**config.mk**
```make
export PLATFORM = sky130hd
export DESIGN_NAME = return_addr_stack_flat
export DESIGN_NICKNAME = d
export VERILOG_FILES = /design/src/rtl/return_addr_stack_if.sv /design/src/rtl/return_addr_stack.sv /design/src/flat_wrapper.sv
export SDC_FILE = /design/constraint.sdc
export NUM_CORES = 1
export LEC_CHECK = 0
export BUFFER_PORTS_ARGS = -buffer_cell sky130_fd_sc_hd__buf_2
export CAP_MARGIN = 20
export CORE_AREA = 2 2 126 128
export CTS_CLUSTER_SIZE = 10
export DETAILED_ROUTE_END_ITERATION = 8
export DIE_AREA = 0 0 128 130
export HOLD_SLACK_MARGIN = 0.03
export PLACE_DENSITY = 0.68
export SLEW_MARGIN = 20
export SYNTH_ARGS = -nofsm -noshare
export SYNTH_HDL_FRONTEND = slang
export SYNTH_SLANG_ARGS = --single-unit
```
**constraint.sdc**
```tcl
create_clock -name clk -period 3.3 [get_ports clk]
set_clock_uncertainty 0.2 [all_clocks]
set_input_delay 0 -clock clk [delete_from_list [all_inputs] [get_ports clk]]
set_output_delay 0 -clock clk [all_outputs]
set_load 0.05 [all_outputs]
```
**src/rtl/return_addr_stack_if.sv**
```systemverilog
// Call/return port bundle for the return-address stack: the pipeline drives
// operations and reads back top-of-stack and status.
interface return_addr_stack_if #(
    parameter int ADDR_W = 12,
    parameter int DEPTH  = 8,
    parameter int CNT_W  = $clog2(DEPTH + 1)
);
    logic              push;
    logic              pop;
    logic [ADDR_W-1:0] push_addr;
    logic              stall;
    logic              checkpoint;
    logic              flush;
    logic              clr_err;
    logic [ADDR_W-1:0] top_addr;
    logic [CNT_W-1:0]  count;
    logic              empty;
    logic              full;
    logic              overflow;
    logic              underflow;

    modport master (
        output push, pop, push_addr, stall, checkpoint, flush, clr_err,
        input  top_addr, count, empty, full, overflow, underflow
    );

    modport slave (
        input  push, pop, push_addr, stall, checkpoint, flush, clr_err,
        output top_addr, count, empty, full, overflow, underflow
    );
endinterface

```
**src/rtl/return_addr_stack.sv**
```systemverilog
// Circular return-address stack with wrap-on-overflow, sticky error flags and
// a {tos, count} shadow so a pipeline flush can undo speculative calls/returns.
module return_addr_stack #(
    parameter int ADDR_W = 12,
    parameter int DEPTH  = 8,
    parameter int CNT_W  = $clog2(DEPTH + 1)
) (
    input  logic                  clk,
    input  logic                  rst,
    return_addr_stack_if.slave    bus
);
    localparam int               PTR_W    = $clog2(DEPTH);
    localparam logic [CNT_W-1:0] CNT_FULL = CNT_W'(DEPTH);

    logic [ADDR_W-1:0] mem_q [DEPTH];
    logic [PTR_W-1:0]  tos_q, tos_d, shd_tos_q, shd_tos_d, wr_idx_s;
    logic [CNT_W-1:0]  cnt_q, cnt_d, shd_cnt_q, shd_cnt_d;
    logic              ovf_q, ovf_d, unf_q, unf_d;
    logic              wr_en_s, ovf_ev_s, unf_ev_s, empty_s, full_s;

    assign empty_s       = (cnt_q == CNT_W'(0));
    assign full_s        = (cnt_q == CNT_FULL);
    assign bus.count     = cnt_q;
    assign bus.empty     = empty_s;
    assign bus.full      = full_s;
    assign bus.overflow  = ovf_q;
    assign bus.underflow = unf_q;
    assign bus.top_addr  = empty_s ? ADDR_W'(0) : mem_q[tos_q];

    // Next-state: flush beats stall, stall beats push/pop/checkpoint.
    always_comb begin
        tos_d     = tos_q;
        cnt_d     = cnt_q;
        shd_tos_d = shd_tos_q;
        shd_cnt_d = shd_cnt_q;
        wr_en_s   = 1'b0;
        wr_idx_s  = tos_q;
        ovf_ev_s  = 1'b0;
        unf_ev_s  = 1'b0;
        if (bus.flush) begin
            tos_d = shd_tos_q;
            cnt_d = shd_cnt_q;
        end else if (bus.stall) begin
            tos_d = tos_q;
        end else begin
            case ({bus.push, bus.pop})
                2'b10: begin
                    tos_d    = tos_q + PTR_W'(1);
                    wr_en_s  = 1'b1;
                    wr_idx_s = tos_q + PTR_W'(1);
                    if (full_s) begin
                        ovf_ev_s = 1'b1;
                    end else begin
                        cnt_d = cnt_q + CNT_W'(1);
                    end
                end
                2'b01: begin
                    if (empty_s) begin
                        unf_ev_s = 1'b1;
                    end else begin
                        tos_d = tos_q - PTR_W'(1);
                        cnt_d = cnt_q - CNT_W'(1);
                    end
                end
                2'b11: begin
                    wr_en_s = 1'b1;
                    // Call+return on an empty stack degenerates to a plain call.
                    if (empty_s) begin
                        tos_d    = tos_q + PTR_W'(1);
                        wr_idx_s = tos_q + PTR_W'(1);
                        cnt_d    = CNT_W'(1);
                    end else begin
                        wr_idx_s = tos_q;
                    end
                end
                default: begin
                    wr_en_s = 1'b0;
                end
            endcase
            if (bus.checkpoint) begin
                shd_tos_d = tos_d;
                shd_cnt_d = cnt_d;
            end else begin
                shd_tos_d = shd_tos_q;
            end
        end
        ovf_d = ovf_ev_s | (ovf_q & ~bus.clr_err);
        unf_d = unf_ev_s | (unf_q & ~bus.clr_err);
    end

    // Pointer, count, shadow and flag registers.
    always_ff @(posedge clk or negedge rst) begin
        if (!rst) begin
            tos_q     <= PTR_W'(0);
            cnt_q     <= CNT_W'(0);
            shd_tos_q <= PTR_W'(0);
            shd_cnt_q <= CNT_W'(0);
            ovf_q     <= 1'b0;
            unf_q     <= 1'b0;
        end else begin
            tos_q     <= tos_d;
            cnt_q     <= cnt_d;
            shd_tos_q <= shd_tos_d;
            shd_cnt_q <= shd_cnt_d;
            ovf_q     <= ovf_d;
            unf_q     <= unf_d;
        end
    end

    // Entry storage; popped entries keep stale contents.
    always_ff @(posedge clk or negedge rst) begin
        if (!rst) begin
            for (int i = 0; i < DEPTH; i++) begin
                mem_q[i] <= ADDR_W'(0);
            end
        end else if (wr_en_s) begin
            mem_q[wr_idx_s] <= bus.push_addr;
        end else begin
            mem_q[wr_idx_s] <= mem_q[wr_idx_s];
        end
    end
endmodule

```
**src/flat_wrapper.sv**
```systemverilog
// flat-port wrapper written by rule: the top's interface ports become plain ports
module return_addr_stack_flat 
#(
    parameter int ADDR_W = 12,
    parameter int DEPTH  = 8,
    parameter int CNT_W  = $clog2(DEPTH + 1)
)
  (clk, rst, bus_push, bus_pop, bus_push_addr, bus_stall, bus_checkpoint, bus_flush, bus_clr_err, bus_top_addr, bus_count, bus_empty, bus_full, bus_overflow, bus_underflow);
  return_addr_stack_if #(.ADDR_W(ADDR_W), .DEPTH(DEPTH), .CNT_W(CNT_W)) bus_i ();
  input  logic clk;
  input  logic rst;
  input wire logic [$bits(bus_i.push)-1:0] bus_push;
  input wire logic [$bits(bus_i.pop)-1:0] bus_pop;
  input wire logic [$bits(bus_i.push_addr)-1:0] bus_push_addr;
  input wire logic [$bits(bus_i.stall)-1:0] bus_stall;
  input wire logic [$bits(bus_i.checkpoint)-1:0] bus_checkpoint;
  input wire logic [$bits(bus_i.flush)-1:0] bus_flush;
  input wire logic [$bits(bus_i.clr_err)-1:0] bus_clr_err;
  output wire logic [$bits(bus_i.top_addr)-1:0] bus_top_addr;
  output wire logic [$bits(bus_i.count)-1:0] bus_count;
  output wire logic [$bits(bus_i.empty)-1:0] bus_empty;
  output wire logic [$bits(bus_i.full)-1:0] bus_full;
  output wire logic [$bits(bus_i.overflow)-1:0] bus_overflow;
  output wire logic [$bits(bus_i.underflow)-1:0] bus_underflow;
  assign bus_i.push = bus_push;
  assign bus_i.pop = bus_pop;
  assign bus_i.push_addr = bus_push_addr;
  assign bus_i.stall = bus_stall;
  assign bus_i.checkpoint = bus_checkpoint;
  assign bus_i.flush = bus_flush;
  assign bus_i.clr_err = bus_clr_err;
  assign bus_top_addr = bus_i.top_addr;
  assign bus_count = bus_i.count;
  assign bus_empty = bus_i.empty;
  assign bus_full = bus_i.full;
  assign bus_overflow = bus_i.overflow;
  assign bus_underflow = bus_i.underflow;
  return_addr_stack #(.ADDR_W(ADDR_W), .DEPTH(DEPTH), .CNT_W(CNT_W)) u_core (.clk(clk), .rst(rst), .bus(bus_i));
endmodule
```
# Yosys cells after proc, flatten, opt, wreduce, memory -nomap -nowiden
# Index checks and enable logic that the tools add are counted.
[totals] reg_bits=112 input_bits=20 output_inout_bits=20
[classes] n_addsub=4 magnitude_cmp=3 n_eq_ne=5 n_mux=37 bitwise=9 n_reduce_logical=4
[op_table] cell="$bwmux W96" n=2
[op_table] cell="$mux W96" n=1
[op_table] cell="$bmux W12 S3" n=2
[op_table] cell="$mux W12" n=6
[op_table] cell="$demux W12 S3" n=1
[op_table] cell="$mux W4" n=5
[op_table] cell="$mux W3" n=6
[op_table] cell="$pmux W4 S3" n=1
[op_table] cell="$mux W1" n=11
[op_table] cell="$pmux W3 S3" n=1
[op_table] cell="$ge A4 B4 Y1 const B" n=2
[op_table] cell="$not A3 Y4" n=2
[op_table] cell="$pmux W3 S2" n=1
[op_table] cell="$add A4 B1 Y4 const B" n=1
[op_table] cell="$eq A2 B2 Y1 const B" n=2
[op_table] cell="$eq A4 B4 Y1 const B" n=1
[op_table] cell="$logic_not A4 Y1" n=1
[op_table] cell="$lt A4 B1 Y1 const B" n=1
[op_table] cell="$sub A4 B1 Y4 const B" n=1
[op_table] cell="$add A3 B1 Y3 const B" n=1
[op_table] cell="$not A1 Y1" n=3
[op_table] cell="$reduce_and A3 Y1" n=1
[op_table] cell="$sub A3 B1 Y3 const B" n=1
[op_table] cell="$and A1 B1 Y1" n=2
[op_table] cell="5 further kinds" n=6

# Longest topological paths before layout
[logic_depth] ltp_word=12 mapped_depth=10

# Least setup slack after synthesis
# No wires, ideal clock.
[synth_path] path_type="flip-flop to output port" start="reg u_core.cnt_q[0], in the netlist u_core.bus.count[0]" end="out bus_top_addr[10]" arrival_ns=2.936 required_ns=3.100 setup_slack_ns=0.164 path_stages_with_launch=9 n_path_buf=3 cell_sequence="dfrtp_1 > inv_1 > ha_1 > or3b_1 > buf_6 > clkinv_4 > buf_2 > clkbuf_1 > a21oi_1"
[synth_via] elab_chain_cells=2
[synth_lines] element="start, declared" line="return_addr_stack.sv:17" rtl="logic [CNT_W-1:0] cnt_q, cnt_d, shd_cnt_q, shd_cnt_d;"
[synth_lines] element="start signal, assigned" line="return_addr_stack.sv:102" rtl="cnt_q <= cnt_d;"
[synth_lines] element="$logic_not A4 Y1" line="return_addr_stack.sv:21" rtl="assign empty_s = (cnt_q == CNT_W'(0));"
[synth_lines] element="net bus_empty" line="flat_wrapper.sv:21" rtl="output wire logic [$bits(bus_i.empty)-1:0] bus_empty;"
[synth_lines] element="$mux W12" line="return_addr_stack.sv:28" rtl="assign bus.top_addr = empty_s ? ADDR_W'(0) : mem_q[tos_q];"
[synth_lines] element="end, declared" line="flat_wrapper.sv:19" rtl="output wire logic [$bits(bus_i.top_addr)-1:0] bus_top_addr;"
# The timed path passes the listed nets, and every way through them passes these cells.

# Worst setup path after layout
[layout_path] start="reg u_core.cnt_q[0], in the netlist u_core.bus.count[0]" end="reg u_core.tos_q[1]"
[layout_via] elab_chain_cells=5 elab_cells_between_ends=6
[layout_lines] element="$logic_not A4 Y1 (*)" line="return_addr_stack.sv:21"
[layout_lines] element="$mux W3, on equally long branches" line="return_addr_stack.sv:68, return_addr_stack.sv:58"
[layout_lines] element="$pmux W3 S3 (*)" line="return_addr_stack.sv:46" rtl="case ({bus.push, bus.pop})"
[layout_lines] element="$mux W3 (*)" line="return_addr_stack.sv:43" rtl="end else if (bus.stall) begin"
[layout_lines] element="$mux W3 (*)" line="return_addr_stack.sv:40" rtl="if (bus.flush) begin"
[layout_lines] element="end signal, assigned" line="return_addr_stack.sv:101" rtl="tos_q <= tos_d;"
[layout_lines] element="end, declared" line="return_addr_stack.sv:16" rtl="logic [PTR_W-1:0] tos_q, tos_d, shd_tos_q, shd_tos_d, wr_idx_s;"
# Every way passes the cells marked *; elsewhere a longest branch is shown, timed or not. The select of a mux whose other input is x is not followed.
# A chain may end at the register's enable or synchronous reset.

==> results.txt <==
The flow ran to the end, and the final reports show no timing, DRC or antenna violations. For this run, the share of the core covered by cells in the final layout is 0.501. The number of placed instances with taps included is 742.

STA classifies the critical path startpoint as a register. The clock input transition at the sequential cells of the worst setup and hold paths is 0.08 ns. Data on the critical path is required at its endpoint by 3.41 ns. The sink count of the clock tree is 112. The critical path starts at u_core.bus.count[0]. In the layout the commonest cells are sky130_fd_sc_hd__dfrtp_1, sky130_fd_sc_hd__nand2_1, sky130_fd_sc_hd__mux2_4, sky130_fd_sc_hd__mux4_2, sky130_fd_sc_hd__buf_2.

The post-detailed-route via-to-cell ratio came out at 5.80. The path class of the tightest hold or removal check is in -> async. The max-slew violation count came out at 0. The data arrival at the endpoint of the critical path is 3.20 ns. Setup repair after global routing left no endpoint under its margin.

The largest family of logic cells by synthesized area is multiplexers. Among all flip-flop cells after synthesis, the most frequent one is sky130_fd_sc_hd__dfrtp_1. The count of unresolved DRC violations after routing came out at 0. The tightest hold path in the finished design has a slack of 0.0148 ns. The initial detailed-routing violation count came out at 399.

The first-pass iteration count of the detailed router came out at 4. The count of H-tree levels built during CTS is 3. The post-route total power came out at 7.91 mW. The placement-stage worst setup slack is 0.354 ns.

The number of maximum-capacitance violations is 0. For this run, the number of Yosys warnings is 0. Across every metal layer, demand over resource in global routing totals 0.203. The summed area of non-filler cells in the final layout is 7720 um^2. Leaving out fill and tap cells, the most frequent cell in the layout is sky130_fd_sc_hd__dfrtp_1. The count of endpoints failing hold in the final timing report came out at 0.

The proportion of synthesized area in mux cells came out at 0.370. During placement, the flow inserted port buffers numbering 39. The synthesized netlist contains 53 unique library cells.

The peak ir drop on the vdd network came out at 0.440 mV. In the final routed layout, each cell accounts on average for 20.6 um. The final routed wirelength across all metal layers came out at 16.1 mm. The first global-routing pass estimated 25.7 mm of wire. After synthesis the netlist holds a flip-flop and latch count of 112.

The endpoint of the worst register-to-register path is u_core.tos_q[1]. The placement row count came out at 46. The diode insertion count for antenna repair came out at 0.

In this run, CTS created clock tree buffers numbering 9. The initial utilization of the core area, before any placement, comes to 0.439. The critical setup path kind is reg -> reg. The setup violation total in the final timing report came out at 0. The worst setup path is captured at a register.

The worst register-to-register path has a depth of 10. The die span in x is 128 um. The slowest stage of the critical path belongs to the cell sky130_fd_sc_hd__dlygate4sd3_1. The final HPWL from detailed placement came out at 10.9 mm. The number of nets in the finished design is 607. The time the final worst path needs with I/O delays and setup is 3.10 ns. The count of buffers added by post-CTS timing repair for setup is 0.

The die span in y came out at 130 um. The fraction of registers with async set/reset came out at 1.00. The tree is rooted in a sky130_fd_sc_hd__clkbuf_16.

The remaining number of nets flagged by the antenna check after routing is 0. At the pin with the least slew margin, the transition time is 0.729 ns. In this run the worst path has a maximum fanout of 17. In this run the critical register-to-register path is launched from u_core.bus.count[0].

The total cell area at the placement stage came out at 7230 um^2. The remaining global-route overflow is 0. Summed over all failing endpoints, the final setup total negative slack is 0 ns. The number of top-level pins is 40.

The final period utilization came out at 0.938. The number of vias after detailed routing came out at 4,515. The total die area came out at 16,600 um^2.

Of the total synthesized cell area, the portion taken by XOR and XNOR cells is 0.00776. The synthesized area per cell is 13.1 um^2. The number of flops mapped to enable cells by yosys is 0.

The complex-gate fraction of the synthesized area came out at 0.0706. The via count of the first global-routing pass is 4,650. Walking the worst path, the cells encountered are inv_1, ha_1, or3b_4, clkinv_4, buf_4, or3_1, o22ai_1, a22o_1, o31ai_1, dlygate4sd3_1. The power per unit of standard cell area is 1020 nW/um^2.

Of the total synthesized cell area, the portion taken by full adders, half adders and majority gates is 0.00924. The slack of the critical path came out at 0.204 ns. The critical path ends at u_core.tos_q[1].

The highest achievable clock rate is 323 MHz. The number of non-filler instances in the completed layout is 779. The synthesized netlist occupies a cell area of 6770 um^2.

The core region is 15,400 um^2. Of the synthesized area, sequential elements account for 0.414. The worst pin sits at a relative slew slack of 0.514. The largest buffer count on any clock path came out at 2. The initial antenna violation count came out at 0. The area added between synthesis and finish came out at 14.1%. TritonCTS built the clock tree. The worst reg-to-reg setup slack is 0.20 ns. The placer's final routability congestion estimate is 0.825. The number of nets in the synthesized netlist is 541.

The largest incremental delay on the critical path came out at 0.58 ns. The static leakage power came out at 3.52 nW. The clock insertion delay at the later pin of the skew report came out at 0.37 ns.

The simple-gate area share of the yosys netlist came out at 0.0902. Of the cells placed in the final design, the portion with a size suffix greater than 1 is 0.433. Synthesis produced a netlist whose cell count is 516. Entering global routing, the biggest net connects 78 pins.
-- worst max-delay path, delay by kind of cell (launching register included) --
family / cells / cell delay [ns]
flops: 1 / 0.39
compound gates: 3 / 0.49
simple gates: 2 / 0.65
fa+ha+maj: 1 / 0.20
buf+inv: 4 / 1.11
-- state kept, by name, summed over array words and instances, names as in the netlist --
register and flops:
u_core.bus.count 4, u_core.bus.overflow 1, u_core.bus.underflow 1, u_core.mem_q 96, u_core.shd_cnt_q 4, u_core.shd_tos_q 3
u_core.tos_q 3
-- metal layers --
layer  GRT usage  routed length (um)
met1       0.260                6800
met2       0.351                8280
met3      0.0316                 679
met4      0.0756                 319
met5           0                   0
-- where the power goes --
part | switching (mW) | internal (mW) | leakage [nW]
registers | 0.492 | 1.95 | 1.46
clock network | 0.536 | 0.541 | 0.140
logic | 2.14 | 2.25 | 1.92
total | 3.17 | 4.74 | 3.52
-- final cells by class --
type	count	area, um^2
fillers	1319	7700
well taps	192	240
clock inverters	5	40.0
multi-input cells	358	3710
repair buffers	90	637
flip-flops and latches	112	2810
clock buffers	11	243
inverters	11	46.3
-- worst min-delay path by stage --
stage               start                   to  slack (ns)
floorplan             rst  u_core.bus.count[0]       -0.50
global placement      rst     u_core.mem_q[68]        0.02
detailed placement    rst     u_core.mem_q[56]        0.03
CTS                   rst      u_core.mem_q[9]        0.19
global route          rst     u_core.mem_q[52]        0.11
finish                rst     u_core.mem_q[56]        0.01
-- synthesized netlist by cell type (5+ instances only) --
cell type                    n  area [um^2]
sky130_fd_sc_hd__buf_6       9          101
sky130_fd_sc_hd__mux4_2     48         1080
sky130_fd_sc_hd__clkbuf_1   13         48.8
sky130_fd_sc_hd__a21oi_1    15         75.1
sky130_fd_sc_hd__nor2_1      7         26.3
sky130_fd_sc_hd__xnor2_1     6         52.6
sky130_fd_sc_hd__nor2b_1     5         31.3
sky130_fd_sc_hd__nor2_2      8         50.1
sky130_fd_sc_hd__nand2b_1    5         31.3
sky130_fd_sc_hd__ha_1        5         62.6
sky130_fd_sc_hd__inv_1       9         33.8
sky130_fd_sc_hd__mux2_4     80         1200
sky130_fd_sc_hd__o21ai_0    12         60.1
sky130_fd_sc_hd__buf_2       8         40.0
sky130_fd_sc_hd__nand2_1    96          360
sky130_fd_sc_hd__mux2_2     19          214
sky130_fd_sc_hd__dfrtp_1   112         2800
-- timing repair --
action | 4_1_cts | 5_1_grt
hold endpoints to repair | 183 | 0
endpoints found under the setup margin | 0 | 1
hold buffers | 21 | 0
resized for setup | 0 | 1
-- kinds of logic after synthesis --
logic type / Yosys count
xor gates and xnor gates: 6
adders and majority gates: 5
and+or+nand+nor: 136
muxes: 148
buffers and inverters: 46
AOI/OAI and AO/OA: 63
DFF: 112
Note: power is estimated with default switching activity, not from simulation.
